## config.mk

```make
export PLATFORM = sky130hd
export DESIGN_NAME = data_write_buffer
export DESIGN_NICKNAME = d
export VERILOG_FILES = /design/src/rtl/data_write_buffer.sv
export SDC_FILE = /design/constraint.sdc
export NUM_CORES = 2
export LEC_CHECK = 0
export CELL_PAD_IN_SITES_DETAIL_PLACEMENT = 0
export CELL_PAD_IN_SITES_GLOBAL_PLACEMENT = 1
export CORE_MARGIN = 2
export CORE_UTILIZATION = 35
export DETAILED_ROUTE_END_ITERATION = 6
export GPL_ROUTABILITY_DRIVEN = 0
export PLACE_DENSITY_LB_ADDON = 0.1
export REMOVE_ABC_BUFFERS = 1
export SYNTH_ARGS = -nofsm -noshare
export SYNTH_HDL_FRONTEND = slang
export SYNTH_SLANG_ARGS = --single-unit
```

## constraint.sdc

```tcl
create_clock -name clk -period 8.5 [get_ports clk]
set_input_delay 1.7 -clock clk [delete_from_list [all_inputs] [get_ports clk]]
set_output_delay 1.7 -clock clk [all_outputs]
set_load 0.005 [all_outputs]
```

## src/rtl/data_write_buffer.sv

```systemverilog
`timescale 1ns/1ps
// Posted write-back buffer between the data cache and data memory (DEPTH must be a power of 2).
// Build macro WRITE_BUFFER_COALESCE_EN merges a write into a buffered, non-draining block.
module data_write_buffer #(
  parameter int unsigned DEPTH   = 4,
  parameter int unsigned ADDR_W  = 28,
  parameter int unsigned BLOCK_W = 128
) (
  input  logic               clk,
  input  logic               rst_n,
  input  logic               c_read,
  input  logic               c_write,
  input  logic [ADDR_W-1:0]  c_address,
  input  logic [BLOCK_W-1:0] c_writedata,
  output logic [BLOCK_W-1:0] c_readdata,
  output logic               c_busywait,
  output logic               m_read,
  output logic               m_write,
  output logic [ADDR_W-1:0]  m_address,
  output logic [BLOCK_W-1:0] m_writedata,
  input  logic [BLOCK_W-1:0] m_readdata,
  input  logic               m_busywait
);
  localparam int unsigned PTR_W = (DEPTH > 1) ? $clog2(DEPTH) : 1;
  localparam int unsigned CNT_W = PTR_W + 1;

  typedef enum logic [1:0] {IDLE, DRAIN, FETCH, RESP} state_t;

  state_t             state;
  logic [ADDR_W-1:0]  addr_q [DEPTH];
  logic [BLOCK_W-1:0] data_q [DEPTH];
  logic [DEPTH-1:0]   valid_q;
  logic [PTR_W-1:0]   head;
  logic [PTR_W-1:0]   tail;
  logic [CNT_W-1:0]   count;
  logic               seen_busy;
  logic [BLOCK_W-1:0] readdata_q;

  logic               hit;
  logic [PTR_W-1:0]   hit_idx;
  logic               coal_ok;
  logic [PTR_W-1:0]   coal_idx;
  logic [PTR_W-1:0]   scan;
  logic [PTR_W-1:0]   wr_idx;
  logic               full;
  logic               read_miss;
  logic               wr_en;
  logic               push;
  logic               pop;
  logic               mem_done;

  // Scan oldest to youngest so the last match found is the youngest copy.
  always_comb begin
    hit      = 1'b0;
    hit_idx  = head;
    coal_ok  = 1'b0;
    coal_idx = head;
    scan     = head;
    for (int unsigned i = 0; i < DEPTH; i++) begin
      scan = head + PTR_W'(i);
      if (valid_q[scan] && (addr_q[scan] == c_address)) begin
        hit     = 1'b1;
        hit_idx = scan;
`ifdef WRITE_BUFFER_COALESCE_EN
        if (!((scan == head) && (state == DRAIN))) begin
          coal_ok  = 1'b1;
          coal_idx = scan;
        end
`endif
      end
    end
  end

  assign full      = (count == CNT_W'(DEPTH));
  assign read_miss = c_read && !c_write && !hit;
  assign wr_en     = c_write && !(full && !coal_ok);
  assign push      = wr_en && !coal_ok;
  assign wr_idx    = coal_ok ? coal_idx : tail;
  assign mem_done  = seen_busy && !m_busywait;
  assign pop       = (state == DRAIN) && mem_done;

  // Cache-side stall: writes stall only when no slot is available; a missing read waits for RESP.
  always_comb begin
    c_busywait = 1'b0;
    if (c_write) begin
      c_busywait = full && !coal_ok;
    end else if (c_read && !hit && (state != RESP)) begin
      c_busywait = 1'b1;
    end
  end

  assign c_readdata = hit ? data_q[hit_idx] : readdata_q;

  // Block storage carries no reset; valid_q qualifies every read of it.
  always_ff @(posedge clk) begin
    if (wr_en) begin
      addr_q[wr_idx] <= c_address;
      data_q[wr_idx] <= c_writedata;
    end
  end

  always_ff @(posedge clk or negedge rst_n) begin
    if (!rst_n) begin
      state       <= IDLE;
      head        <= '0;
      tail        <= '0;
      count       <= '0;
      valid_q     <= '0;
      seen_busy   <= 1'b0;
      m_read      <= 1'b0;
      m_write     <= 1'b0;
      m_address   <= '0;
      m_writedata <= '0;
      readdata_q  <= '0;
    end else begin
      if (pop) begin
        valid_q[head] <= 1'b0;
        head          <= head + PTR_W'(1);
      end
      if (wr_en) begin
        valid_q[wr_idx] <= 1'b1;
      end
      if (push) begin
        tail <= tail + PTR_W'(1);
      end
      count <= count + CNT_W'(push) - CNT_W'(pop);

      case (state)
        IDLE: begin
          if (read_miss) begin
            state     <= FETCH;
            m_read    <= 1'b1;
            m_address <= c_address;
            seen_busy <= 1'b0;
          end else if (count != '0) begin
            state     <= DRAIN;
            m_write   <= 1'b1;
            m_address <= addr_q[head];
            // A write merging into the head on this same edge must reach memory too.
            m_writedata <= (wr_en && coal_ok && (coal_idx == head)) ? c_writedata : data_q[head];
            seen_busy <= 1'b0;
          end
        end
        DRAIN: begin
          if (m_busywait) seen_busy <= 1'b1;
          if (mem_done) begin
            m_write <= 1'b0;
            state   <= IDLE;
          end
        end
        FETCH: begin
          if (m_busywait) seen_busy <= 1'b1;
          if (mem_done) begin
            readdata_q <= m_readdata;
            m_read     <= 1'b0;
            state      <= RESP;
          end
        end
        RESP: begin
          state <= IDLE;
        end
        default: begin
          state <= IDLE;
        end
      endcase
    end
  end

endmodule

```

==> results.cfg <==
[status]
status = complete, no violations

[worst_setup_path]
arrival_ns = 6.43
end_kind = primary output
cp_max_fo = 14
worst_ep_required_time_ns = 6.80
start_kind = input port
critPathKind = in2out

[drt]
drtIter0Drc = 2416
drt_wl_total_um = 148100
dr.pass1.iters = 5
routedWlPerCell_um = 29.15
ant_nets = 0
vias = 28390
post-route-drc-count = 0
via_per_inst = 5.588

[global_route]
grt_pass1_vias = 29760
grt-ovfl-total = 0
track_usage_pct = 22.54
grt_max_degree = 117
grt_pass1_wl_um = 215500
antenna_found_initial = 32

[timing]
timing.final.crit_share_pct = 95.64
period_minus_slack_ns = 8.130
fin_ws_ns = 0.3704
worstMarginPinSlew_ns = 1.046
slew_violations = 0
clock.fmax_mhz = 123.0
setup_viol = 0
relSlewSlack_pct = 30.27
rsz0062_at_grt = no
fin_tns_setup_ns = 0
fin_skew_ns = 0.05209
finalHoldViolCount = 0

[final_layout]
areaGrowthSynthToFinish_pct = 26.55
fin_nets = 3639
final_area_um2 = 56090
drive_gt1_share_pct = 23.99
regArea_um2 = 26250
multi_input_area_um2 = 16930
nFillCells = 11150
stdcell_count = 5081

[cts]
cts_hold_buf = 0
cts-resized-gates = 0
path_clk_slew_ns = 0.06
clk_latency_ns = 0.73
clk_path_buf_depth = 3
cts_max_level = 3
cts_buffers = 107
cts_root_buffer = clkbuf_16
cts_setup_buffers = 0
cts.sinks = 924
cts_tree = built

[floorplanning]
start_util_pct = 35.29
row_count = 130
ios = 576
core_area_um2 = 125600
die_area_um2 = 129500
die_w_um = 359.9
die_h_um = 359.9

[yosys]
async_flop_share_pct = 32.47
yosysWarnings = 0
syn_avg_cell_area_um2 = 16.14
synth_area_leaders = edfxtp_1 42%, dfrtp_1 17%, mux4_2 10%
synth_ff_type = edfxtp_1
yosysUniqueCellTypes = 81
yosysMostFrequentCell = edfxtp_1
synth_top_area_share_pct = 42.28
ys_seq_area_share_pct = 59.22
syn_inst = 2746
synth_edf_count = 624
yosys.area.top_type = edfxtp_1
yosys-top-cells-count = 624 x edfxtp_1, 300 x dfrtp_1, 219 x mux2i_1
synth_seq_cells = 924
syn_area_um2 = 44320

[worst_hold_path]
hold_path_class = reg2reg

[pwr]
p_leak_nw = 20.40
peakVddDrop_v = 0.0002000
powerDensity_nw_per_um2 = 367.6

[place]
portBuffers = 575
pre_cts_ws_ns = 0.4303
hpwl_um = 95060
post_dp_cell_area_um2 = 52290
place_inst = 4864

[job]
maxCapViolations = 0
## layout make-up
type | count | share of cell area (%)
Sequential cell | 924 | 46.81
Multi-Input combinational cell | 1585 | 30.19
Timing Repair Buffer | 694 | 12.61
Clock buffer | 142 | 5.263
Tap cell | 1650 | 3.681
Clock inverter | 58 | 1.269
Inverter | 23 | 0.1539
Antenna cell | 5 | 0.02231
## cells by family after synthesis
family,Yosys count,share of synthesized area [%]
multiplexers,796,24.74
AO/OA/AOI/OAI,320,6.696
adder cells (fa/ha/maj),15,0.4404
AND/OR/NAND/NOR,349,4.012
flip-flops,924,59.22
XOR/XNOR,105,2.075
buffers and inverters,237,2.820
## report_power, final
part / switching [mW] / internal [mW]
Sequential: 0.698 / 6.19
Clock: 1.92 / 2.86
Combinational: 4.46 / 4.49
## per-stage QoR
step | power [mW] | hold slack [ns] | util, %
after floorplan | 12.92 | 0.4805 | -
after global placement | 15.87 | 0.4746 | 41.64
after detailed placement | 15.92 | 0.4799 | 41.64
after CTS | 20.81 | 0.4939 | 44.56
after global routing | 21.66 | 0.5118 | 44.66
final | 20.62 | 0.4909 | 44.67
## placed cells by master, fill, tap and decap left out, types with 26 or more instances in the layout
master           count
a221oi_2            65
xnor2_1             89
clkdlybuf4s50_1    574
buf_4               85
dfrtp_1            298
nand2_1             26
mux2_2             217
mux4_2             202
buf_12              33
nor2_1              86
clkbuf_16          109
edfxtp_1           624
o21ai_0             91
mux2_1             158
nand3_1            131
o221a_1             39
mux2i_1            219
## critical path, cell delays in order
cell and delay [ns]:
clkdlybuf4s50_1 0.59, xnor2_1 0.15, nand3_1 0.09, a2111oi_0 0.49, a31oi_1 0.16, or4_1 0.60, or2_0 0.22, buf_4 0.19
a32o_2 0.30, nor2_4 0.18, buf_12 0.20, buf_12 0.18, buf_4 0.18, mux2i_1 0.10, a221oi_2 0.46, clkdlybuf4s50_1 0.59
## path summary, 6_finish.rpt
path / end / slack (ns) / cells past startpoint / startpoint
setup / recovery: c_readdata[93] / 0.37 / 16 / c_address[20]
hold / removal: m_writedata[58] / 0.49 / 1 / m_writedata[58]
setup reg to reg: m_writedata[19] / 2.12 / 16 / coal_idx[1]
hold reg to reg: m_writedata[58] / 0.49 / 1 / m_writedata[58]
max in group asynchronous: readdata_q[101] / 5.58 / 3 / rst_n
min in group asynchronous: readdata_q[104] / 0.93 / 1 / rst_n
## registers in the layout (all words and copies together), names as in the netlist
name,count
m_read,1
count,3
state,2
m_address,28
readdata_q,128
data_q,512
coal_idx,2
valid_q,4
m_write,1
seen_busy,1
tail,2
addr_q,112
m_writedata,128
## layer usage
metal | global-route usage (%) | vias up | share of wire, %
met5 | 0 | - | 0.21
met4 | 5.240 | 46 | 2.1
met3 | 6.633 | 217 | 8.0
met2 | 36.00 | 1009 | 47
met1 | 30.24 | 14960 | 43
li1 | - | 12160 | -
No activity file was read; power rests on OpenSTA's default activity.
